### src/rtl/reg_write_arbiter_if.sv
// reg_write_arbiter_if
//   Bundles the requester side (req/wdata), the grant/ack handshake and the
//   drive of the shared n_bit_register into one bus.
//   master : requester/environment side (drives req, wdata)
//   slave  : arbiter side (drives grant, ack, reg_*, busy, write_count)
// Signals
//   req              [3:0]     per-requester write request
//   wdata            [4*N-1:0] packed write data, requester i owns [i*N +: N]
//   grant            [3:0]     one-hot registered grant
//   ack              [3:0]     one-cycle commit pulse
//   reg_data_in      [N-1:0]   data_in of the shared register
//   reg_write_enable           write_enable of the shared register
//   busy                       arbiter not idle
//   write_count      [7:0]     committed writes, wraps 255->0
interface reg_write_arbiter_if #(
  parameter int N = 8
);
  logic [3:0]     req;
  logic [4*N-1:0] wdata;
  logic [3:0]     grant;
  logic [3:0]     ack;
  logic [N-1:0]   reg_data_in;
  logic           reg_write_enable;
  logic           busy;
  logic [7:0]     write_count;

  modport master (
    output req, wdata,
    input  grant, ack, reg_data_in, reg_write_enable, busy, write_count
  );

  modport slave (
    input  req, wdata,
    output grant, ack, reg_data_in, reg_write_enable, busy, write_count
  );
endinterface

### src/rtl/reg_write_arbiter.sv
// reg_write_arbiter
//   Four-requester round-robin arbiter serialising writes into one shared
//   N-bit register. Each transaction is IDLE -> WRITE -> ACK -> IDLE with a
//   fixed one-cycle WRITE (write_enable high) and one-cycle ACK (ack pulse).
// Ports
//   clk    : rising-edge clock
//   rst_n  : asynchronous active-low reset
//   bus    : reg_write_arbiter_if.slave (req/wdata in; grant/ack/reg_*/busy/
//            write_count out)
module reg_write_arbiter #(
  parameter int N = 8
) (
  input logic               clk,
  input logic               rst_n,
  reg_write_arbiter_if.slave bus
);

  typedef enum logic [1:0] {IDLE, WRITE, ACK} state_e;

  state_e         state_q, state_d;
  logic [1:0]     ptr_q, ptr_d;
  logic [1:0]     win_q, win_d;
  logic [3:0]     grant_q, grant_d;
  logic [N-1:0]   data_q, data_d;
  logic [7:0]     cnt_q, cnt_d;

  logic [3:0][N-1:0] wd;
  logic [1:0]        pick;
  logic [1:0]        idx;
  logic              found;

  assign wd = bus.wdata;

  // Round-robin search ptr, ptr+1, ptr+2, ptr+3 (2-bit add wraps mod 4).
  // Walking from the farthest slot back toward ptr leaves the nearest
  // requester as the final assignment.
  always_comb begin
    found = 1'b0;
    pick  = ptr_q;
    idx   = ptr_q;
    for (int k = 3; k >= 0; k--) begin
      idx = ptr_q + 2'(k);
      if (bus.req[idx]) begin
        found = 1'b1;
        pick  = idx;
      end
    end
  end

  always_comb begin
    state_d = state_q;
    ptr_d   = ptr_q;
    win_d   = win_q;
    grant_d = grant_q;
    data_d  = data_q;
    cnt_d   = cnt_q;
    case (state_q)
      IDLE: begin
        if (found) begin
          state_d = WRITE;
          win_d   = pick;
          grant_d = 4'b0001 << pick;
          data_d  = wd[pick];
        end
      end
      WRITE: state_d = ACK;
      ACK: begin
        state_d = IDLE;
        grant_d = '0;
        ptr_d   = win_q + 2'd1;
        cnt_d   = cnt_q + 8'd1;
      end
      default: state_d = IDLE;
    endcase
  end

  always_ff @(posedge clk or negedge rst_n) begin
    if (!rst_n) begin
      state_q <= IDLE;
      ptr_q   <= '0;
      win_q   <= '0;
      grant_q <= '0;
      data_q  <= '0;
      cnt_q   <= '0;
    end else begin
      state_q <= state_d;
      ptr_q   <= ptr_d;
      win_q   <= win_d;
      grant_q <= grant_d;
      data_q  <= data_d;
      cnt_q   <= cnt_d;
    end
  end

  // ack/write_enable/busy decode from state so reset clears them at once.
  assign bus.grant            = grant_q;
  assign bus.ack              = (state_q == ACK) ? grant_q : 4'b0000;
  assign bus.reg_write_enable = (state_q == WRITE);
  assign bus.busy             = (state_q != IDLE);
  assign bus.reg_data_in      = data_q;
  assign bus.write_count      = cnt_q;

endmodule
### src/flat_wrapper.sv
// flat-port wrapper written by rule: the top's interface ports become plain ports
module reg_write_arbiter_flat 
#(
  parameter int N = 8
)
  (clk, rst_n, bus_req, bus_wdata, bus_grant, bus_ack, bus_reg_data_in, bus_reg_write_enable, bus_busy, bus_write_count);
  reg_write_arbiter_if #(.N(N)) bus_i ();
  input logic clk;
  input logic rst_n;
  input wire logic [$bits(bus_i.req)-1:0] bus_req;
  input wire logic [$bits(bus_i.wdata)-1:0] bus_wdata;
  output wire logic [$bits(bus_i.grant)-1:0] bus_grant;
  output wire logic [$bits(bus_i.ack)-1:0] bus_ack;
  output wire logic [$bits(bus_i.reg_data_in)-1:0] bus_reg_data_in;
  output wire logic [$bits(bus_i.reg_write_enable)-1:0] bus_reg_write_enable;
  output wire logic [$bits(bus_i.busy)-1:0] bus_busy;
  output wire logic [$bits(bus_i.write_count)-1:0] bus_write_count;
  assign bus_i.req = bus_req;
  assign bus_i.wdata = bus_wdata;
  assign bus_grant = bus_i.grant;
  assign bus_ack = bus_i.ack;
  assign bus_reg_data_in = bus_i.reg_data_in;
  assign bus_reg_write_enable = bus_i.reg_write_enable;
  assign bus_busy = bus_i.busy;
  assign bus_write_count = bus_i.write_count;
  reg_write_arbiter #(.N(N)) u_core (.clk(clk), .rst_n(rst_n), .bus(bus_i));
endmodule
### config.mk
export PLATFORM = sky130hd
export DESIGN_NAME = reg_write_arbiter_flat
export DESIGN_NICKNAME = d
export VERILOG_FILES = /design/src/rtl/reg_write_arbiter_if.sv /design/src/rtl/reg_write_arbiter.sv /design/src/flat_wrapper.sv
export SDC_FILE = /design/constraint.sdc
export NUM_CORES = 1
export LEC_CHECK = 0
export ABC_AREA = 1
export BUFFER_PORTS_ARGS = -buffer_cell sky130_fd_sc_hd__buf_2
export CAP_MARGIN = 25
export CORE_MARGIN = 10
export CORE_UTILIZATION = 35
export DETAILED_ROUTE_END_ITERATION = 7
export SKIP_CTS_REPAIR_TIMING = 1
export SYNTH_ARGS = -nofsm -noshare
export SYNTH_HDL_FRONTEND = slang
export SYNTH_SLANG_ARGS = --single-unit
### constraint.sdc
create_clock -name clk -period 1.5 [get_ports clk]
set_input_delay 0.225 -clock clk [delete_from_list [all_inputs] [get_ports clk]]
set_output_delay 0.225 -clock clk [all_outputs]
set_load 0.005 [all_outputs]
### Word level (Yosys, flattened, before mapping)

Index checks and enable logic that the tools add are counted.
W data, S select, Z words.

| word-level totals | value |
|---|---|
| flip-flop bits (word level) | 26 |
| input port bits | 38 |
| output and inout port bits | 26 |

| operators by class | value |
|---|---|
| $add $sub $neg | 5 |
| $lt $le $gt $ge | 5 |
| equal/unequal tests | 3 |
| shift-type cells | 1 |
| mux-type cells | 23 |
| reductions and logical operators | 5 |

Operators with widths:

| operator | number |
|---|---|
| $bmux W8 S2 | 1 |
| $lt A2 B3 Y1 const B | 5 |
| $mux W2 | 5 |
| $add A8 B1 Y8 const B | 1 |
| $bmux W1 S2 | 4 |
| $mux W1 | 8 |
| $mux W4 | 2 |
| $mux W8 | 1 |
| $pmux W4 S2 | 1 |
| $add A2 B1 Y2 const B | 2 |
| $add A2 B2 Y2 const B | 2 |
| $pmux W2 S2 | 1 |
| $reduce_and A2 Y1 | 2 |
| $reduce_bool A2 Y1 | 2 |
| $shl A1 B2 Y4 const A | 1 |
| $eq A2 B1 Y1 const B | 1 |
| $eq A2 B2 Y1 const B | 1 |
| $logic_not A2 Y1 | 1 |
| $ne A2 B1 Y1 const B | 1 |

### Depth between registers and ports, before layout

Gate-level depths: netlist of the first run.

| depth | value |
|---|---|
| depth after elaboration | 10 |
| gate-level depth with buffers | 17 |
| mapped depth without buffers | 16 |

### Least setup slack after synthesis of the first run

OpenSTA, ideal clock, no wires.

| timing path | value |
|---|---|
| path type | flip-flop to flip-flop |
| start | register u_core.ptr_q[0] |
| end | register u_core.data_q[3] (netlist: u_core.bus.reg_data_in[3]) |
| library setup time | 123 ps |
| arrival time | 1,553 ps |
| slack | -176 ps |
| cell stages (with the launch flop) | 15 |
| buffers on the path | 2 |
| path through | dfrtp_1 buf_6 inv_8 nand2_1 nand3_1 nand2_1 inv_1 nand4_4 nand2_4 buf_12 nand2_2 nand3_2 nand2_1 nand2_1 nand2_1 |

| between the ends | value |
|---|---|
| word-level cells in the longest chain between the ends | 9 |

RTL lines:

| what | line | text |
|---|---|---|
| start, declared | reg_write_arbiter.sv:21 | `logic [1:0] ptr_q, ptr_d;` |
| start signal, assigned | reg_write_arbiter.sv:87 | `ptr_q <= ptr_d;` |
| $add A2 B2 Y2 | reg_write_arbiter.sv:42 | `idx = ptr_q + 2'(k);` |
| $bmux W1 S2 | reg_write_arbiter.sv:43 | `if (bus.req[idx]) begin` |
| $mux W1 (implied by the code) | reg_write_arbiter.sv:43 |  |
| $mux W2 (4 in a row) | reg_write_arbiter.sv:43 |  |
| $bmux W8 S2 | reg_write_arbiter.sv:63 | `data_d = wd[pick];` |
| $mux W8 (implied by the code) | reg_write_arbiter.sv:63 |  |
| end signal, assigned | reg_write_arbiter.sv:90 | `data_q <= data_d;` |
| end, declared | reg_write_arbiter.sv:24 | `logic [N-1:0] data_q, data_d;` |

Parallel ways exist; a longest one is shown, timed or not. The select of a mux whose other input is x is not followed.
A chain may end at the register's enable or synchronous reset.

### Worst setup path in the final report of the first run

| timing path | value |
|---|---|
| start | register u_core.ptr_q[0] |
| end | register u_core.data_q[2] (netlist: u_core.bus.reg_data_in[2]) |

Same word-level chain as after synthesis.

==> flow_summary.ini, run 1 <==
[run_status]
outcome = finished with violations
violations = negative setup slack

[layout]
layout-drive-gt1-share = 0.494
antenna_cells = 0
fin_nets = 366
stdcell_area_um2 = 2660
final_util = 0.525
instances_no_fill = 396
area_growth_syn_to_layout_pct = 46.4

[timing]
fin_skew_ns = 0.00525
relSlewSlack = 0.624
finalHoldViolCount = 0
rsz0062_at_grt = true
post-route-min-period_ns = 1.80
tns_ns = -3.33
final-max-slew-violation-count = 0
setup_viol = 14
fin_ws_ns = -0.305
worstMarginPinSlew_ns = 0.564
fmax_ghz = 0.554
period_share = 1.20

[clock_tree]
clockBufferDepth = 2
cts_buffers = 3
cts_tree = yes
path_clk_slew_ns = 0.09
clock_latency_ns = 0.27
cts.htree.levels = 1
clock-sinks = 26
cts_root_buf = clkbuf_8

[placement]
dpl_cell_area_um2 = 2330
io_buffer_count = 63
placed_cells = 382
dp_hpwl_um = 3890
place.gp.congestion = 0.837

[worst_hold_path]
worstHoldStart = bus_wdata[20]
hold_class = in2reg

[global_routing]
antenna_found_initial = 0
grt_max_degree = 27
grt_overflow_total = 0
grt_pass1_wl_um = 8140
grt_pass1_vias = 1790
grt_usage = 0.112

[yosys]
synth.largest_area_cell = dfrtp_1
ys_seq_area_frac = 0.358
synthTopCellsByArea = dfrtp_1, nand2_1, nand2_2, inv_1, nand3_1
synth_edf_count = 0
yosysWarnings = 0
synth_top_area_frac = 0.358
synthArstFlopShare = 1.00
synth-seq-cells = 26
yosysUniqueCellTypes = 29
synthFlopType = dfrtp_1
synth_commonest_cells = nand2_1, dfrtp_1, inv_1
synthCells = 234
avgSynthCellArea_um2 = 7.77
synth.most_common_cell = nand2_1
syn_area_um2 = 1820
syn-num-nets = 273

[floorplan]
ios = 64
die_y_um = 92.1
die_w_um = 92.1
die_area_um2 = 8480
core_um2 = 5070
start_util = 0.358
rows = 26

[worst_setup_path]
crit_fanout = 9
crit_start = u_core.ptr_q[0]
worstPathRequired_ns = 1.67
critPathKind = reg2reg
crit_path_start_kind = register
end_kind = register
crit_arrival_ns = 1.98
r2r_start = u_core.ptr_q[0]

[route]
avgRoutedWirePerCell_um = 12.4
detail-route-antenna-nets = 0
detail_route.first_pass.iterations = 4
via_per_inst = 4.44
vias = 1760
drc_errors = 0
totalWireLength_um = 4930
drt_iter0_drc = 40

[run]
drv_cap = 0

[power]
cellLeakagePower_uw = 0.00149
power_uw = 6930
vdd_drop_max_mv = 0.985
powerDensity_nw_per_um2 = 2600
layout make-up:
cell class / instances / area (um2)
clock buffer: 3 / 41.3
clock inverter: 1 / 30.0
fill: 504 / 2410
inverter: 31 / 126
multi-input combinational: 169 / 1090
sequential: 26 / 653
tap: 70 / 87.6
timing repair buffer: 96 / 636
metal layers:
metal | share of wire | wire length (um) | vias to the layer above | global-route usage
met5 | 0 | 0 | - | 0
met4 | 0.0061 | 30 | 0 | 0.0270
met3 | 0.061 | 300 | 2 | 0.0326
met2 | 0.49 | 2400 | 48 | 0.184
met1 | 0.45 | 2200 | 798 | 0.141
li1 | - | - | 912 | -
power breakdown:
group / switching, uW / internal, uW
Sequential: 258 / 1010
Combinational: 2790 / 2290
Clock: 219 / 357
state kept, by name, indices dropped and copies added, names as in the netlist:
name	flops
u_core.bus.reg_data_in	8
u_core.bus.write_count	8
u_core.bus.grant	4
u_core.ptr_q	2
u_core.state_q	2
u_core.win_q	2
metrics by stage:
step / hold WS, ns / setup WS [ns]
after floorplan: -0.0706 / -0.157
after global placement: 0.259 / -0.347
after detailed placement: 0.259 / -0.379
after CTS: -0.0480 / -0.383
after global routing: 0.175 / -0.424
final: 0.186 / -0.305
logic make-up (layout without fill, tap and decap cells):
logic type | Yosys count | after routing | synth area share
DFF | 26 | 26 | 0.358
AOI/OAI and AO/OA | 10 | 10 | 0.0406
and+or+nand+nor | 149 | 150 | 0.424
adders and majority gates | 1 | 1 | 0.00688
xor gates and xnor gates | 8 | 8 | 0.0385
buffers and inverters | 40 | 131 | 0.132
worst max-delay path: stages (launching register included):
cell and delay (ns):
dfrtp_2 0.47, buf_6 0.15, nand2_4 0.05, nand2_4 0.08, nand2_4 0.06, nand2_4 0.07, inv_2 0.04, nand2_4 0.08
nand4_4 0.13, buf_4 0.19, nand2_8 0.10, nand2_2 0.07, nand3_2 0.06, nand2_1 0.05, nand2_1 0.06, nand2_1 0.05
final timing paths:
path | endpoint | slack, ns | cells after the start
max in group asynchronous | u_core.ptr_q[0] | 0.61 | 2
hold / removal | u_core.bus.reg_data_in[4] | 0.19 | 3
hold reg to reg | u_core.bus.write_count[7] | 0.47 | 1
setup reg to reg | u_core.bus.reg_data_in[2] | -0.30 | 15
min in group asynchronous | u_core.state_q[1] | 0.48 | 2
setup / recovery | u_core.bus.reg_data_in[2] | -0.30 | 15
cell usage in the layout, fill, tap and decap left out, types with 2 or more instances in the layout:
| master | netlist | layout |
|---|---|---|
| a31oi_1 | 2 | 2 |
| buf_12 | 1 | 3 |
| buf_2 | 1 | 63 |
| buf_4 | 0 | 24 |
| buf_6 | 2 | 4 |
| clkbuf_8 | 5 | 3 |
| dfrtp_1 | 26 | 24 |
| dfrtp_2 | 0 | 2 |
| inv_1 | 26 | 21 |
| inv_2 | 4 | 8 |
| nand2_1 | 76 | 68 |
| nand2_2 | 18 | 14 |
| nand2_4 | 3 | 13 |
| nand2_8 | 0 | 3 |
| nand3_1 | 19 | 18 |
| nand3_2 | 7 | 7 |
| nand3_4 | 1 | 2 |
| nand3b_1 | 9 | 9 |
| nor2_1 | 12 | 8 |
| nor2_2 | 0 | 3 |
| nor2_4 | 1 | 2 |
| o21ai_0 | 2 | 2 |
| o22ai_1 | 2 | 2 |
| o22ai_2 | 2 | 2 |
| xnor2_1 | 4 | 4 |
| xor2_1 | 4 | 4 |
Power figures use the tool's default switching activity.
==> run 2, diff against run 1 <==
==> constraint.sdc (replaced) <==
create_clock -name clk -period 1.5 [get_ports clk]
set_input_delay 0.225 -clock clk [delete_from_list [all_inputs] [get_ports clk]]
set_output_delay 0.225 -clock clk [all_outputs]
set_load 0.05 [all_outputs]
==> run 2 against run 1 <==
Effect of this change: via count down 0.91%; sequential cell count unchanged; clock skew about the same; critical path type unchanged; cell count down 1.0%; die area unchanged; the flow still finishes with violations (negative setup slack); non-clock buffer count down 4.
==> flow_summary.ini, run 2 (same netlist as run 1, synthesis figures left out) <==
[timing]
rsz0062_at_grt = true
setup_viol = 19
relSlewSlack = 0.623
worstMarginPinSlew_ns = 0.565
fin_ws_ns = -0.276
period_share = 1.18
post-route-min-period_ns = 1.78
fin_skew_ns = 0.00501
final-max-slew-violation-count = 0
tns_ns = -3.68
finalHoldViolCount = 0
fmax_ghz = 0.563
whs_ns = 0.191

[clock_tree]
path_clk_slew_ns = 0.09
clock-sinks = 26
clockBufferDepth = 2
clock_latency_ns = 0.27
cts_tree = yes
cts_buffers = 3
cts_root_buf = clkbuf_8
cts.htree.levels = 1

[run_status]
violations = negative setup slack
outcome = finished with violations

[global_routing]
grt_usage = 0.109
grt_pass1_vias = 1775
grt_pass1_wl_um = 7890
grt_overflow_total = 0
grt_max_degree = 27
antenna_found_initial = 0

[worst_setup_path]
end_kind = register
critPathKind = reg2reg
crit_arrival_ns = 1.94
worstPathRequired_ns = 1.67
ff2ff_path_depth = 14
crit_path_start_kind = register
crit_fanout = 6

[route]
totalWireLength_um = 5050
drt_iter0_drc = 70
avgRoutedWirePerCell_um = 12.9
via_per_inst = 4.45
vias = 1744
detail-route-antenna-nets = 0
detail_route.first_pass.iterations = 4
drc_errors = 0

[layout]
final_cell_mix = nand2_1, buf_2, inv_1, dfrtp_1, buf_4
area_growth_syn_to_layout_pct = 48.5
fill_cells = 487
antenna_cells = 0
stdcell_area_um2 = 2700
fin_nets = 362
regArea_um2 = 657
layout-drive-gt1-share = 0.522
layout_commonest_cell = nand2_1
multi_input_area_um2 = 1120

[floorplan]
core_um2 = 5070
die_area_um2 = 8480
ios = 64
die_w_um = 92.1
rows = 26
die_y_um = 92.1
start_util = 0.358

[placement]
place.gp.congestion = 0.807
io_buffer_count = 63
pre_cts_ws_ns = -0.392
dp_hpwl_um = 3810
dpl_cell_area_um2 = 2280

[worst_hold_path]
hold_class = in2reg
holdPathStages = 3

[run]
drv_cap = 0
run 2: changes by cell type in the layout (fill, tap and decap cells not counted), sizes merged:
cell      before  now
clkinvlp       0    2
inv           31   30
buf           94   90
nand2         98   97
run 2: routing by layer:
metal | GRT usage | wire [um] | part of all wire
met1 | 0.132 | 2220 | 0.44
met2 | 0.180 | 2450 | 0.49
met3 | 0.0383 | 325 | 0.064
met4 | 0.0244 | 48 | 0.0095
met5 | 0 | 0 | 0
run 2: worst paths after layout:
kind                                                start                   endpoint  slack (ns)
worst max-delay path                      u_core.ptr_q[0]  u_core.bus.reg_data_in[1]       -0.28
worst min-delay path                        bus_wdata[19]  u_core.bus.reg_data_in[3]        0.19
worst max register to register            u_core.ptr_q[0]  u_core.bus.reg_data_in[1]       -0.28
worst min register to register  u_core.bus.write_count[7]  u_core.bus.write_count[7]        0.49
max in group asynchronous                           rst_n            u_core.ptr_q[0]        0.61
min in group asynchronous                           rst_n  u_core.bus.write_count[4]        0.48
run 2: critical path, stage by stage (launching register included):
cell and delay [ns]:
dfrtp_2 0.48, buf_6 0.16, nand2_4 0.07, nand3_2 0.09, nand2_2 0.11, nand3_4 0.09, nand3_4 0.11, nand2_8 0.08
clkbuf_16 0.16, nand3_1 0.06, nand2_1 0.06, nand2_1 0.05, nand2_1 0.05, nand2_1 0.05, nand2_1 0.04
run 2: stage by stage:
step	std cells	util
3_3_place_gp	377	0.449
2_1_floorplan	234	-
6_report	392	0.532
4_1_cts	381	0.463
5_1_grt	392	0.532
3_5_place_dp	377	0.449
run 2: area by class of cell:
type / count / share of cell area
Tap cell: 70 / 0.0324
Clock inverter: 1 / 0.0111
Clock buffer: 3 / 0.0153
Timing Repair Buffer: 92 / 0.231
Timing Repair inverter: 1 / 0.00278
Sequential cell: 26 / 0.243
Multi-Input combinational cell: 168 / 0.415
Inverter: 31 / 0.0491
Power of run 2 is left out: the tool's default activity adds up to more than one toggle a clock period on the data nets, which glitch-free logic cannot reach.
==> run 3, diff against run 2 <==
Settings changed: ABC_AREA 1 to not set, GPL_TIMING_DRIVEN set to 0, SLEW_MARGIN set to 5.
==> run 3 against run 2 <==
Effect of this change: the run still ends with negative setup slack left; critical path depth is 7 lower; register-to-register slack worse by 0.24 ns; synthesized cell count is 41% lower; via count is 21% lower; hold slack better by 0.11 ns; sequential share of layout area is 5.6 points higher; non-clock buffer count is 12 lower; clock skew is 0.0023 ns lower; critical path type unchanged.
==> flow_summary.ini, run 3 <==
[floorplan]
start_util = 0.366
die_w_um = 85.1
rows = 23
core_um2 = 4060
die_area_um2 = 7240
ios = 64
die_y_um = 85.1

[layout]
final_cell_mix = buf_2, dfrtp_1, nand3_1, o21ai_0
instances_no_fill = 270
antenna_cells = 0
fin_nets = 260
final_util = 0.536
layout_commonest_cell = buf_2
fill_cells = 390
layout-drive-gt1-share = 0.527
area_growth_syn_to_layout_pct = 46.6

[route]
via_per_inst = 5.10
drc_errors = 0
detail-route-antenna-nets = 0
detail_route.first_pass.iterations = 4
drt_iter0_drc = 59
totalWireLength_um = 4330
avgRoutedWirePerCell_um = 16.0
vias = 1376

[timing]
relSlewSlack = 0.613
whs_ns = 0.299
fmax_ghz = 0.497
setup_viol = 14
tns_ns = -4.21
finalHoldViolCount = 0
final-max-slew-violation-count = 0
rsz0062_at_grt = true
post-route-min-period_ns = 2.01
fin_skew_ns = 0.00271
fin_ws_ns = -0.514
period_share = 1.34
worstMarginPinSlew_ns = 0.580

[yosys]
synth_top_area_frac = 0.438
synth_compound_area_frac = 0.215
avgSynthCellArea_um2 = 10.7
yosys.area_share.simple = 0.182
synth_commonest_cells = dfrtp_1, nand3_1, o21ai_0
synthAdderAreaFrac = 0.00843
synthArstFlopShare = 1.00
synth_top_family_by_area = compound AO/OA/AOI/OAI gates
syn-num-nets = 178
synthFlopType = dfrtp_1
synthCells = 139
ys_seq_area_frac = 0.438
synth_edf_count = 0
yosysUniqueCellTypes = 34
syn_area_um2 = 1480
synth.most_common_cell = dfrtp_1
synth-seq-cells = 26
synthTopCellsByArea = dfrtp_1, mux2_4, a221o_1, nand3_1, o21ai_0
synth.largest_area_cell = dfrtp_1
synthMuxAreaShare = 0.0809
synth_xor_area_frac = 0.0472
yosysWarnings = 0

[run]
drv_cap = 0

[worst_setup_path]
ff2ff_path_depth = 7
crit_path_start_kind = register
crit_fanout = 8
endpoint = u_core.bus.reg_data_in[6]
r2r_start = u_core.ptr_q[1]
worstPathRequired_ns = 1.66
end_kind = register
critPathKind = reg2reg
crit_start = u_core.ptr_q[1]
crit_arrival_ns = 2.17
r2r_setup_slack_ns = -0.51
reg2reg_to = u_core.bus.reg_data_in[6]

[worst_hold_path]
hold_class = in2reg

[global_routing]
grt_pass1_vias = 1404
grt_pass1_wl_um = 6760
grt_max_degree = 27
grt_overflow_total = 0
grt_usage = 0.110
antenna_found_initial = 0

[run_status]
violations = negative setup slack
outcome = finished with violations

[clock_tree]
cts.htree.levels = 1
clock_latency_ns = 0.27
cts_tree = yes
path_clk_slew_ns = 0.09
cts_root_buf = clkbuf_8
cts_buffers = 3
clockBufferDepth = 2
clock-sinks = 26

[placement]
dp_hpwl_um = 3110
io_buffer_count = 63
place.gp.congestion = 0.707
placed_cells = 252
pre_cts_ws_ns = -0.522

[power]
powerDensity_nw_per_um2 = 2170
cellLeakagePower_uw = 0.00108
vdd_drop_max_mv = 0.913
## run 3: changes by cell type in the layout (fill, tap and decap cells not counted), moves of 7 or more
cell      before  now
nand2_1       66    9
inv_1         21    2
nand2_2       17    0
nand2_4       12    0
buf_4         20    9
nand3b_1       9    0
a21oi_1        0    8
a221o_1        0    8
mux2_4         0    8
o21ai_0        2   10
nand3_2        9    2
## run 3: worst min-delay path by stage
stage / cells after the start / from / to / slack, ns
3_3_place_gp: 1 / rst_n / u_core.state_q[1] / 0.26
3_5_place_dp: 1 / rst_n / u_core.state_q[1] / 0.26
6_report: 3 / bus_wdata[29] / u_core.bus.reg_data_in[5] / 0.30
5_1_grt: 3 / bus_wdata[26] / u_core.bus.reg_data_in[2] / 0.29
4_1_cts: 1 / rst_n / u_core.bus.write_count[2] / -0.04
2_1_floorplan: 0 / rst_n / u_core.bus.grant[0] / -0.07
## run 3: kinds of logic (layout without fill, tap and decap cells)
group | count (synthesis) | count (layout)
XOR/XNOR | 8 | 8
adder cells (fa/ha/maj) | 1 | 1
flip-flops | 26 | 26
AND/OR/NAND/NOR | 47 | 49
buffers and inverters | 7 | 86
AO/OA/AOI/OAI | 42 | 42
multiplexers | 8 | 8
## run 3: critical path, stage by stage, from the launching register on
cell,delay [ns]
dfrtp_1,0.38
buf_6,0.13
nor2b_4,0.12
a2111o_1,0.39
buf_8,0.17
nand2_8,0.09
mux2_4,0.30
a221o_1,0.32
## run 3: layout make-up
cell class	instances	area, um2	area share
multi-input combinational	108	905	0.416
sequential	26	651	0.299
clock buffer	4	55.1	0.0253
buffer	5	40.0	0.0184
timing repair buffer	75	455	0.209
tap	50	62.6	0.0288
inverter	2	7.51	0.00345
## run 3: report_power, final
group	switching [uW]	internal [uW]
logic	1920	1100
registers	246	995
clock network	222	235
total	2390	2330
## run 3: routing by layer
metal / part of all wire / GRT usage
met5: 0 / 0
met4: 0.0055 / 0.0225
met3: 0.12 / 0.0669
met2: 0.43 / 0.162
met1: 0.44 / 0.133
## run 3: stage by stage
| stage | total power (uW) | area (um2) |
|---|---|---|
| floorplan | 3250 | 1490 |
| global placement | 3860 | 1870 |
| detailed placement | 3890 | 1870 |
| CTS | 4350 | 1920 |
| global route | 5050 | 2180 |
| finish | 4720 | 2180 |
